## config.mk

```make
export PLATFORM = sky130hd
export DESIGN_NAME = fetch_stall_unit
export DESIGN_NICKNAME = d
export VERILOG_FILES = /design/src/rtl/fetch_stall_unit.sv
export SDC_FILE = /design/constraint.sdc
export NUM_CORES = 1
export LEC_CHECK = 0
export CORE_ASPECT_RATIO = 1.75
export CORE_MARGIN = 5
export CORE_UTILIZATION = 50
export DETAILED_ROUTE_END_ITERATION = 12
export GPL_ROUTABILITY_DRIVEN = 0
export PLACE_DENSITY_LB_ADDON = 0.1
export RECOVER_POWER = 50
export SYNTH_ARGS = -nofsm -noshare
export SYNTH_HDL_FRONTEND = slang
export SYNTH_SLANG_ARGS = --single-unit
```

## constraint.sdc

```tcl
create_clock -name clk -period 14 [get_ports clk]
set_clock_uncertainty 0.2 [all_clocks]
set_input_delay 2.8 -clock clk [delete_from_list [all_inputs] [get_ports clk]]
set_output_delay 2.8 -clock clk [all_outputs]
set_load 0.005 [all_outputs]
```

## src/rtl/fetch_stall_unit.sv

```systemverilog
// fetch_stall_unit: owns the PC and the IF/ID latch. It responds to hazard-unit
// hold/bubble requests and to taken branches. It assembles two-word (opcode +
// immediate) instructions from a 16-bit instruction memory.
// Optional feature macro: FETCH_STALL_COUNTER_EN enables the saturating stall-cycle
// counter. When the macro is undefined, Stall_Count is tied to zero.
module fetch_stall_unit #(
  parameter int                  PC_WIDTH        = 32,
  parameter logic [PC_WIDTH-1:0] RESET_PC        = '0,
  parameter logic [15:0]         NOP_WORD        = 16'h0,
  parameter int                  IMM_BIT         = 15,
  parameter int                  STALL_CNT_WIDTH = 16
) (
  input  logic                       clk,
  input  logic                       rst,
  input  logic                       Keep_PC,
  input  logic                       Keep_Fetched_Instruction,
  input  logic                       Flush_MUX_Selector,
  input  logic                       Branch_Taken,
  input  logic [PC_WIDTH-1:0]        Branch_Target,
  input  logic [15:0]                Imem_Data,
  output logic [PC_WIDTH-1:0]        Imem_Addr,
  output logic [15:0]                IF_ID_Instr,
  output logic [15:0]                IF_ID_Imm,
  output logic [PC_WIDTH-1:0]        IF_ID_PC,
  output logic                       IF_ID_Valid,
  output logic [15:0]                Dec_Instr,
  output logic [STALL_CNT_WIDTH-1:0] Stall_Count
);

  typedef enum logic {S_OP = 1'b0, S_IMM = 1'b1} state_t;

  state_t               r_state;
  state_t               w_state_nxt;

  logic [PC_WIDTH-1:0]  r_pc;
  logic [15:0]          r_instr;
  logic [15:0]          r_imm;
  logic [PC_WIDTH-1:0]  r_ifpc;
  logic                 r_valid;
  logic [15:0]          r_op_hold;
  logic [PC_WIDTH-1:0]  r_op_pc;

  logic [PC_WIDTH-1:0]  w_pc_nxt;
  logic [15:0]          w_instr_nxt;
  logic [15:0]          w_imm_nxt;
  logic [PC_WIDTH-1:0]  w_ifpc_nxt;
  logic                 w_valid_nxt;
  logic [15:0]          w_op_hold_nxt;
  logic [PC_WIDTH-1:0]  w_op_pc_nxt;

  logic                 w_stall;
  logic                 w_is_imm;

  // Any hold request freezes the PC and the FSM. Keep_Fetched alone also counts as a full hold.
  assign w_stall  = Keep_PC | Keep_Fetched_Instruction;
  assign w_is_imm = Imem_Data[IMM_BIT];

  // State register: tracks whether the opcode half of a two-word instruction is pending
  always_ff @(posedge clk) begin
    if (rst) r_state <= S_OP;
    else     r_state <= w_state_nxt;
  end

  // Next-state logic: a branch always restarts at an opcode, and a stall freezes the state
  always_comb begin
    w_state_nxt = r_state;
    if (Branch_Taken) begin
      w_state_nxt = S_OP;
    end else if (!w_stall) begin
      case (r_state)
        S_OP:    w_state_nxt = w_is_imm ? S_IMM : S_OP;
        S_IMM:   w_state_nxt = S_OP;
        default: w_state_nxt = S_OP;
      endcase
    end
  end

  // Output/datapath logic: next PC, IF/ID contents and opcode-hold registers
  always_comb begin
    w_pc_nxt      = r_pc;
    w_instr_nxt   = r_instr;
    w_imm_nxt     = r_imm;
    w_ifpc_nxt    = r_ifpc;
    w_valid_nxt   = r_valid;
    w_op_hold_nxt = r_op_hold;
    w_op_pc_nxt   = r_op_pc;
    if (Branch_Taken) begin
      // Redirect: any half-fetched opcode is simply forgotten because the FSM returns to S_OP
      w_pc_nxt    = Branch_Target;
      w_instr_nxt = NOP_WORD;
      w_imm_nxt   = 16'h0;
      w_ifpc_nxt  = '0;
      w_valid_nxt = 1'b0;
    end else if (Keep_Fetched_Instruction) begin
      // Full hold: nothing moves
      w_pc_nxt = r_pc;
    end else if (Keep_PC) begin
      // Bubble into decode while fetch is frozen
      w_instr_nxt = NOP_WORD;
      w_imm_nxt   = 16'h0;
      w_ifpc_nxt  = '0;
      w_valid_nxt = 1'b0;
    end else begin
      w_pc_nxt = r_pc + PC_WIDTH'(1);
      case (r_state)
        S_OP: begin
          if (w_is_imm) begin
            w_op_hold_nxt = Imem_Data;
            w_op_pc_nxt   = r_pc;
            w_instr_nxt   = NOP_WORD;
            w_imm_nxt     = 16'h0;
            w_ifpc_nxt    = '0;
            w_valid_nxt   = 1'b0;
          end else begin
            w_instr_nxt = Imem_Data;
            w_imm_nxt   = 16'h0;
            w_ifpc_nxt  = r_pc;
            w_valid_nxt = 1'b1;
          end
        end
        S_IMM: begin
          w_instr_nxt = r_op_hold;
          w_imm_nxt   = Imem_Data;
          w_ifpc_nxt  = r_op_pc;
          w_valid_nxt = 1'b1;
        end
        default: begin
          w_valid_nxt = 1'b0;
        end
      endcase
    end
  end

  // PC and IF/ID latch: these have architecturally defined reset values
  always_ff @(posedge clk) begin
    if (rst) begin
      r_pc    <= RESET_PC;
      r_instr <= NOP_WORD;
      r_imm   <= 16'h0;
      r_ifpc  <= '0;
      r_valid <= 1'b0;
    end else begin
      r_pc    <= w_pc_nxt;
      r_instr <= w_instr_nxt;
      r_imm   <= w_imm_nxt;
      r_ifpc  <= w_ifpc_nxt;
      r_valid <= w_valid_nxt;
    end
  end

  // Opcode-hold registers: only read while in S_IMM, so no reset is needed
  always_ff @(posedge clk) begin
    r_op_hold <= w_op_hold_nxt;
    r_op_pc   <= w_op_pc_nxt;
  end

`ifdef FETCH_STALL_COUNTER_EN
  logic [STALL_CNT_WIDTH-1:0] r_stall_cnt;

  // Stall-cycle counter: counts Keep_PC cycles that are not overridden by a branch, and saturates
  always_ff @(posedge clk) begin
    if (rst) begin
      r_stall_cnt <= '0;
    end else if (Keep_PC && !Branch_Taken && (r_stall_cnt != {STALL_CNT_WIDTH{1'b1}})) begin
      r_stall_cnt <= r_stall_cnt + STALL_CNT_WIDTH'(1);
    end
  end

  assign Stall_Count = r_stall_cnt;
`else
  assign Stall_Count = '0;
`endif

  assign Imem_Addr   = r_pc;
  assign IF_ID_Instr = r_instr;
  assign IF_ID_Imm   = r_imm;
  assign IF_ID_PC    = r_ifpc;
  assign IF_ID_Valid = r_valid;
  assign Dec_Instr   = Flush_MUX_Selector ? NOP_WORD : r_instr;

endmodule

```

==> impl_results.md, run 1 <==
- WL/cell: 19.5 um
- DRC errors left: 0
- Post-cts sizing count: 0
- Clk_lat worst skew: 0.41 ns
- H-tree depth: 4
- DRT met1 WL: 6.28 mm
- Post-synth ARST share: 0%
- Placed Area: 0.00751 mm2
- Yosys reg bits: 145
- Via/cell ratio: 6.08
- Tmin final: 7.27 ns
- Crit Path Max Fanout: 16
- Post-DP HPWL: 11.2 mm
- Failing checks: max-capacitance violations, max-slew violations
- Worst path max stage delay: 0.70 ns
- Hold Violations, Final: 0
- Chip Height: 154 um
- Initial Utilization: 51.3%
- Max VDD drop: 0.0809 mV
- Via count: 5,140
- CP cell instances: clkdlybuf4s50_1 > nor2b_1 > clkdlybuf4s50_1
- FF-to-FF path depth: 4
- Max-cap violations: 1
- CP endpoint kind: output pin
- Leak pwr: 2.96 nW
- Met2 wire len: 8.74 mm
- Setup TNS: 0 ns
- Final Max Tran Viols: 72
- Comb power frac: 7.0%
- ANT cells: 0
- RSZ-0062 raised after global routing: false
- Arr. time, crit path: 4.27 ns
- Number of synthesized flops with an enable pin: 47
- Area growth from synthesis to layout: 36.0%
- Clk sinks: 145
- Clock Power Share: 45.1%
- # hold bufs at CTS: 0
- Num CTS Buffers: 17
- Synth area leader: dfxtp_1
- I/O pin count: 183
- Switching share of power: 22.9%
- Synth warn: 0
- Fmax achieved: 0.137 GHz
- Sequential area share after synthesis: 56.8%
- Yosys top cell area share: 33.0%
- CP max stage cell: clkdlybuf4s50_1
- PD cells: 119 mW/mm2
- Number of global-route vias before repair: 5,077
- Syn_area_per_cell: 10.7 um2
- Proportion of layout cells with a drive suffix above 1: 5.91%
- Final Instance Area: 0.00807 mm2
- Max Used Layer: met4
- Chip width: 92.4 um
- Synthesized cell area: 0.00594 mm2
- Met3 wire len: 1.15 mm
- GRT Overall Usage: 23.0%
- Count of cell types in the netlist: 54
- First-pass GRT wire length: 26.3 mm
- Startpoint Class: input pin
- CP required: 11.00 ns
- Layout Nets: 753
- Largest cells by area after synthesis: dfxtp_1, edfxtp_1, a222oi_1, nor2_1, a311oi_1
- CTS Root Buffer Type: clkbuf_16
- Initial antenna violation count: 0
- Worst Tran Pin Value: 3.16 ns
- Die area: 0.0142 mm2
- Core Util, Final: 69.7%
- Switch Pwr: 220 uW
- Tcrit/Tclk final: 52.0%
- Pin count of the biggest net entering global routing: 72
- Hold Crit Depth: 2
- # setup viols final: 0
- Count leader, synth: dfxtp_1
- Hold WC Path Type: reg2reg
- CP dominant cell by count: clkdlybuf4s50_1
- Postcts setup bufs: 0
- Wirelength, routed: 16.5 mm
- Initial DRC Count: 383
- Post-synthesis cell count: 555
- Most used DFF post-synth: dfxtp_1
- Worst-path clk slew: 0.06 ns
- Max-slew headroom: -111%
- Grt ovf: 0
- Max clock buf depth: 2
- IO Port Bufs: 166
- Number of fill cells: 942
- Row Count: 52
- Status: complete, but fails checks
- Internal: 741 uW
- CP Class: in2out
- Initial DRT Pass Iterations: 5
- R2R Setup Slk: 11.38 ns
- Register share of total power: 47.9%
- ANT nets after route: 0
- Core area: 0.0116 mm2
- Synth top cells by count: dfxtp_1, nor2_1, a222oi_1, edfxtp_1, clkbuf_1
- CTS tree: done
==> path summary, 6_finish.rpt <==
check	to	startpoint
max	Dec_Instr[4]	Flush_MUX_Selector
min	IF_ID_Instr[0]	r_op_hold[0]
max reg2reg	Imem_Addr[21]	Imem_Addr[2]
min reg2reg	IF_ID_Instr[0]	r_op_hold[0]
==> stage by stage <==
step | cells | setup slack, ns | hold WS [ns] | power (mW)
floorplan | 570 | 6.60 | 0.261 | 0.500
global placement | 814 | 6.75 | 0.266 | 0.538
detailed placement | 814 | 6.68 | 0.278 | 0.541
CTS | 846 | 6.69 | 0.297 | 0.972
global route | 846 | 6.60 | 0.316 | 0.999
finish | 846 | 6.73 | 0.294 | 0.961
==> final cells by class <==
cell class                      count  area (um2)  area share, %
Clock buffer                       19         433           5.36
Timing Repair Buffer              171        1690           20.9
Tap cell                          135         169           2.09
Sequential cell                   145        3370           41.8
Multi-Input combinational cell    357        2250           27.8
Inverter                            6        22.5          0.279
Clock inverter                     13         136           1.69
==> power groups by stage <==
stage	Combinational (mW)	Sequential (mW)	Clock [mW]
final	0.0672	0.461	0.433
after global routing	0.0732	0.462	0.463
after CTS	0.0709	0.461	0.440
after detailed placement	0.0707	0.470	0
after global placement	0.0692	0.469	0
after floorplan	0.0347	0.466	0
==> kinds of logic (layout without fill, tap and decap cells) <==
family | after synthesis | count (layout) | synth area share [%]
simple gates | 208 | 208 | 17.7
flops | 145 | 145 | 56.8
compound gates | 123 | 123 | 17.5
buf+inv | 68 | 209 | 6.39
xor+xnor | 9 | 9 | 1.33
fa+ha+maj | 1 | 1 | 0.211
other cells | 1 | 16 | 0.0632
==> sequential cells by signal (all words and copies together) (netlist names) <==
signal / flops
IF_ID_Imm: 16
r_op_hold: 15
IF_ID_Instr: 16
IF_ID_Valid: 1
r_op_pc: 32
Imem_Addr: 32
IF_ID_PC: 32
r_state: 1
==> cells in the final DEF, fill, tap and decap left out, types with 6 or more instances in the layout <==
| cell type | n |
|---|---|
| a22oi_1 | 17 |
| xor2_1 | 6 |
| nor2_1 | 97 |
| dlygate4sd3_1 | 113 |
| o21ai_0 | 7 |
| a311oi_1 | 15 |
| clkbuf_16 | 17 |
| a222oi_1 | 47 |
| nand2_1 | 18 |
| nor2b_1 | 17 |
| nand3_1 | 13 |
| conb_1 | 16 |
| nand4_1 | 13 |
| edfxtp_1 | 47 |
| clkdlybuf4s50_1 | 52 |
| a211oi_1 | 9 |
| or4_1 | 15 |
| o31ai_1 | 12 |
| dfxtp_1 | 98 |
==> routing by layer <==
metal	vias up	global-route usage (%)
li1	2405	-
met1	2496	26.4
met2	216	41.2
met3	23	5.33
met4	0	8.29
met5	-	0
==> worst max-delay path: cells and delay by family <==
kind                   cells  cell delay [ns]
and+or+nand+nor            1             0.25
buffers and inverters      2             1.22
(Power assumes the default switching activity.)
==> run 2: changes to the inputs <==
--- a/config.mk
+++ b/config.mk
@@ -7,7 +7,7 @@
 export LEC_CHECK = 0
 export CORE_ASPECT_RATIO = 1.75
 export CORE_MARGIN = 5
-export CORE_UTILIZATION = 50
+export CORE_UTILIZATION = 42
 export DETAILED_ROUTE_END_ITERATION = 12
 export GPL_ROUTABILITY_DRIVEN = 0
 export PLACE_DENSITY_LB_ADDON = 0.1
==> constraint.sdc (replaced) <==
create_clock -name clk -period 6.1 [get_ports clk]
set_clock_uncertainty 0.2 [all_clocks]
set_input_delay 1.22 -clock clk [delete_from_list [all_inputs] [get_ports clk]]
set_output_delay 1.22 -clock clk [all_outputs]
set_load 0.005 [all_outputs]
==> run 2 against run 1 <==
Against the previous run:
- the run still ends with max-capacitance violations, max-slew violations left
- cell count grew 5.3%
- power grew 130%
- global-route usage shrank 2.8 points
- routed wire length grew 2.8%
- clock power grew 130%
- register-to-register slack lost 7.9 ns
- clock-buffer cell count is the same
- via count is essentially flat
- worst setup slack lost 4.7 ns
- sequential power grew 130%
==> impl_results.md, run 2 (same netlist as run 1, synthesis figures left out) <==
- Fin Hold WS: 0.285 ns (-0.00912 ns)
- Initial DRT Pass Iterations: 6 (+1)
- Setup TNS: 0 ns (unchanged)
- ANT nets after route: 0 (unchanged)
- Max clock buf depth: 2 (unchanged)
- Fmax achieved: 0.243 GHz
- Number of fill cells: 1,245 (+32%)
- CP endpoint kind: output pin
- Hold Violations, Final: 0 (unchanged)
- Crit Path Max Fanout: 16 (unchanged)
- Wirelength, routed: 16.9 mm (+2.8%)
- Tmin final: 4.12 ns
- RSZ-0062 raised after global routing: false
- Grt ovf: 0 (unchanged)
- GRT Overall Usage: 20.2% (-2.8 points)
- Worst Tran Pin Value: 1.61 ns (-1.55 ns)
- Row Count: 57 (+9.6%)
- Arr. time, crit path: 2.70 ns (-1.57 ns)
- PD cells: 272 mW/mm2 (+130%)
- CTS tree: done
- R2R Setup Slk: 3.47 ns (-7.91 ns)
- Tcrit/Tclk final: 67.6%
- Num CTS Buffers: 17 (unchanged)
- Layout Nets: 755 (+0.27%)
- Most frequent cells in the layout: dlygate4sd3_1, dfxtp_1, nor2_1
- Hold WC Path Type: reg2reg
- Post-DP HPWL: 11.5 mm (+3.1%)
- # setup viols final: 0 (unchanged)
- FF-to-FF path depth: 4 (unchanged)
- Proportion of layout cells with a drive suffix above 1: 7.01% (+1.1 points)
- Number of global-route vias before repair: 5,133 (+1.1%)
- # hold bufs at CTS: 0 (unchanged)
- Most Used Layer, Global Route: met2
- Clk_lat worst skew: 0.41 ns (about the same)
- Clk sinks: 145 (unchanged)
- Max-slew headroom: -7.69% (+100 points)
- Failing checks: max-capacitance violations, max-slew violations
- Commonest non-fill, non-tap cell in the layout: dlygate4sd3_1
- Worst flop-to-flop path endpoint: Imem_Addr[21]
- Worst-path clk slew: 0.06 ns (about the same)
- First-pass GRT wire length: 26.8 mm (+2.0%)
- H-tree depth: 4 (unchanged)
- Die area: 0.0167 mm2 (+17%)
- M1 GR Usage: 22.4% (-3.9 points)
- DRC errors left: 0 (unchanged)
- CP Class: in2out
- Status: complete, but fails checks
- Leak pwr: 2.99 nW (+1.3%)
- R2R Path Start: Imem_Addr[3]
- Hold_sp: r_op_hold[11]
- IO Port Bufs: 166 (unchanged)
- Core area: 0.0139 mm2 (+20%)
- WL/cell: 19.0 um (-2.4%)
- GRT met3 Usage: 5.12% (-0.21 points)
- Final Max Tran Viols: 56 (-22%)
- Startpoint Class: input pin
- Max-cap violations: 1 (unchanged)
- Via count: 5,135 (-0.097%)
- Grt met2 use: 36.5% (-4.7 points)
- Hold path endpoint: IF_ID_Instr[11]
- Hold Crit Depth: 2 (unchanged)
- Pin count of the biggest net entering global routing: 72 (unchanged)
- Postcts setup bufs: 0 (unchanged)
- I/O pin count: 183 (unchanged)
- Chip Height: 167 um (+8.5%)
- Area growth from synthesis to layout: 37.7%
- Post-cts sizing count: 0 (unchanged)
- Core Util, Final: 58.8% (-11 points)
- CP required: 4.68 ns (-6.32 ns)
- Max VDD drop: 0.175 mV (+120%)
- Initial antenna violation count: 0 (unchanged)
- Via/cell ratio: 5.76 (-5.1%)
- Chip width: 99.9 um (+8.1%)
- CTS Root Buffer Type: clkbuf_16
- Initial Utilization: 42.7% (-8.6 points)
- Initial DRC Count: 430 (+12%)
## run 2: cell types whose count changed in the layout (fill, tap and decap cells not counted), sizes merged
cell	delta
buf	+3
bufinv	-2
clkbuf	-1
clkinv	+1
clkinvlp	-2
diode	+1
inv	+3
## run 2: worst max path at each step
stage                         end                     start
finish              Dec_Instr[15]        Flush_MUX_Selector
global route        Dec_Instr[15]        Flush_MUX_Selector
detailed placement  Dec_Instr[15]        Flush_MUX_Selector
CTS                 Dec_Instr[15]        Flush_MUX_Selector
global placement     Dec_Instr[2]        Flush_MUX_Selector
floorplan            r_op_hold[0]  Keep_Fetched_Instruction
## run 2: layout make-up
type                    count  area [um2]  share of cell area (%)
well taps                 177         221                    2.71
flip-flops and latches    145        3370                    41.3
multi-input cells         357        2250                    27.6
clock buffers              19         475                    5.82
diodes                      1        2.50                  0.0306
inverters                   6        22.5                   0.276
clock inverters            13         116                    1.42
repair buffers            173        1710                    20.9
## run 2: power breakdown
group          internal (mW)  switching (mW)
Sequential              1.02          0.0362
Combinational         0.0778          0.0771
Clock                  0.581           0.429
Total                   1.68           0.542
## run 2: critical path, cell delays in order
cell	delay, ns
clkdlybuf4s50_1	0.70
nor2b_1	0.25
clkdlybuf4s50_1	0.53
## run 2: layer usage
metal	routed length [um]	part of all wire [%]
met3	1260	7.4
met1	6430	38
met4	393	2.3
met5	0	0
met2	8850	52
## run 2: metrics by stage
step / setup slack, ns / total power [mW] / instances / area [um2]
2_1_floorplan: 0.275 / 1.15 / 570 / 5990
3_3_place_gp: 2.00 / 1.24 / 858 / 7580
3_5_place_dp: 1.93 / 1.24 / 858 / 7580
4_1_cts: 1.92 / 2.26 / 890 / 8170
5_1_grt: 1.84 / 2.31 / 890 / 8170
6_report: 1.98 / 2.22 / 891 / 8170
==> run 3: changes to the inputs <==
==> constraint.sdc (replaced) <==
create_clock -name clk -period 3.62 [get_ports clk]
set_clock_uncertainty 0.2 [all_clocks]
set_input_delay 0.724 -clock clk [delete_from_list [all_inputs] [get_ports clk]]
set_output_delay 0.724 -clock clk [all_outputs]
set_load 0.005 [all_outputs]
==> run 3 against run 2 <==
Against the previous run:
- the flow now finishes without violations
- register-to-register slack got worse by 2.5 ns
- global-route usage grew 0.32 points
- sequential share of layout area fell by 0.14 points
- clock-buffer cell count unchanged
- worst setup slack worse by 1.5 ns
- cell count increased by 0.34%
- non-clock buffer count grew 4
- routed wire length is 1.4% higher
- clock power up 66%
- via count rose by 0.64%
- largest power group unchanged
- highest routed layer unchanged
==> impl_results.md, run 3 (same netlist as run 1, synthesis figures left out) <==
- Hold Violations, Final: 0 (unchanged)
- Num CTS Buffers: 17 (unchanged)
- Initial Utilization: 42.7% (unchanged)
- Clock Power Share: 44.9% (-0.5 points)
- Post-cts sizing count: 0 (unchanged)
- I/O pin count: 183 (unchanged)
- Chip width: 99.9 um (unchanged)
- CTS tree: done
- Worst flop-to-flop path endpoint: Imem_Addr[27]
- IO Port Bufs: 166 (unchanged)
- Core area: 0.0139 mm2 (unchanged)
- Grt ovf: 0 (unchanged)
- CP startpoint: Keep_PC
- ANT cells: 0 (-1)
- Arr. time, crit path: 3.01 ns (+0.31 ns)
- Tmin final: 3.18 ns
- Crit Path Max Fanout: 40 (+24)
- Clk sinks: 145 (unchanged)
- Wirelength, routed: 17.2 mm (+1.4%)
- Initial antenna violation count: 0 (unchanged)
- Register share of total power: 47.7% (about the same)
- Post-place setup slack: 0.460 ns (-1.47 ns)
- Startpoint Class: input pin
- Die area: 0.0167 mm2 (unchanged)
- DRC errors left: 0 (unchanged)
- Proportion of layout cells with a drive suffix above 1: 6.69% (-0.32 points)
- Chip Height: 167 um (unchanged)
- Final Max Tran Viols: 0 (-100%)
- Critical path buffer and inverter count: 2 (unchanged)
- Crit path to: r_op_pc[26]
- Max-cap violations: 0 (-1)
- Hold WC Path Type: reg2reg
- Fmax achieved: 0.314 GHz
- CP endpoint kind: flop
- Via/cell ratio: 5.78 (+0.30%)
- CP Class: in2reg
- Switching share of power: 24.5% (+0.083 points)
- Leak pwr: 2.96 nW (-1.1%)
- Via count: 5,168 (+0.64%)
- Tcrit/Tclk final: 87.9%
- R2R Path Start: Imem_Addr[13]
- Most frequent cells in the layout: dfxtp_1, nor2_1, dlygate4sd3_1
- # setup viols final: 0 (unchanged)
- H-tree depth: 4 (unchanged)
- Comb power frac: 7.4% (+0.4 points)
- Status: completed
- Switch Pwr: 915 uW (+69%)
- CP required: 3.45 ns (-1.23 ns)
- GRT Overall Usage: 20.5% (+0.32 points)
- Worst path max stage delay: 0.90 ns (+0.20 ns)
- PD cells: 456 mW/mm2 (+68%)
- ANT nets after route: 0 (unchanged)
- FF-to-FF path depth: 5 (+1)
- Row Count: 57 (unchanged)
- WL/cell: 19.2 um (+1.0%)
- Layout Nets: 759 (+0.53%)
- Pin count of the biggest net entering global routing: 63 (-13%)
- Critical path depth: 4 (+1)
- CTS Root Buffer Type: clkbuf_16
- Initial DRC Count: 400 (-7.0%)
- Setup TNS: 0 ns (unchanged)
- R2R Setup Slk: 1.00 ns (-2.47 ns)
- Post-DP HPWL: 11.8 mm (+2.3%)
- Number of global-route vias before repair: 5,252 (+2.3%)
- Commonest non-fill, non-tap cell in the layout: dfxtp_1
- Delay-heaviest family, CP: buffers and inverters
- First-pass GRT wire length: 27.3 mm (+2.0%)
- Internal: 2.82 mW (+68%)
- # hold bufs at CTS: 0 (unchanged)
- CP max stage cell: clkbuf_2
- RSZ-0062 raised after global routing: false
- Initial DRT Pass Iterations: 6 (unchanged)
- Max clock buf depth: 2 (unchanged)
- Worst Tran Pin Value: 1.28 ns (-0.330 ns)
- Max-slew headroom: 14.4% (+22 points)
- Postcts setup bufs: 0 (unchanged)
- Fin worst setup slack: 0.437 ns (-1.54 ns)
- Worst-path clk slew: 0.06 ns (about the same)
- Max VDD drop: 0.300 mV (+71%)
- Clk_lat worst skew: 0.41 ns (about the same)
- Area growth from synthesis to layout: 38.1%
- CP cell instances: dlygate4sd3_1 > or2_0 > nor3_1 > clkbuf_2
## run 3: power groups by stage
stage	Combinational, mW	Clock (mW)	Sequential [mW]
floorplan	0.135	0	1.80
global placement	0.282	0	1.82
detailed placement	0.286	0	1.82
CTS	0.287	1.72	1.78
global route	0.300	1.78	1.79
finish	0.275	1.68	1.78
## run 3: layer usage
layer	global-route usage, %	up-vias	part of all wire, %
li1	-	2409	-
met1	24.2	2518	40
met2	36.0	218	52
met3	4.29	23	6.2
met4	7.85	0	1.7
met5	0	-	0
## run 3: per-stage QoR
step	std cells	total power [mW]	util [%]	hold WS [ns]	instance area, um2
2_1_floorplan	570	1.93	-	0.261	6000
3_3_place_gp	862	2.10	55.1	0.266	7660
3_5_place_dp	862	2.10	55.1	0.277	7660
4_1_cts	894	3.79	59.2	0.292	8240
5_1_grt	894	3.87	59.0	0.305	8200
6_report	894	3.74	59.0	0.288	8200
## run 3: area by class of cell
type / instances / area (um2)
Fill cell: 1224 / 5710
Sequential cell: 145 / 3370
Multi-Input combinational cell: 357 / 2250
Timing Repair Buffer: 177 / 1760
Clock buffer: 19 / 464
Tap cell: 177 / 221
Clock inverter: 13 / 110
Inverter: 6 / 22.5
## run 3: worst min-delay path by stage
stage	from	end	slack, ns	cells after the start
2_1_floorplan	r_op_hold[0]	IF_ID_Instr[0]	0.26	2
3_3_place_gp	r_op_hold[11]	IF_ID_Instr[11]	0.27	2
3_5_place_dp	r_op_hold[8]	IF_ID_Instr[8]	0.28	2
4_1_cts	r_op_hold[8]	IF_ID_Instr[8]	0.29	2
5_1_grt	r_op_hold[8]	IF_ID_Instr[8]	0.30	2
6_report	r_op_hold[13]	IF_ID_Instr[13]	0.29	2
## run 3: worst register-to-register path, stage by stage (launching register included)
cell and delay [ns]:
dfxtp_1 0.31, clkbuf_1 0.30, nand3_1 0.19, or4_1 0.69
or4_1 0.54, a311oi_1 0.28
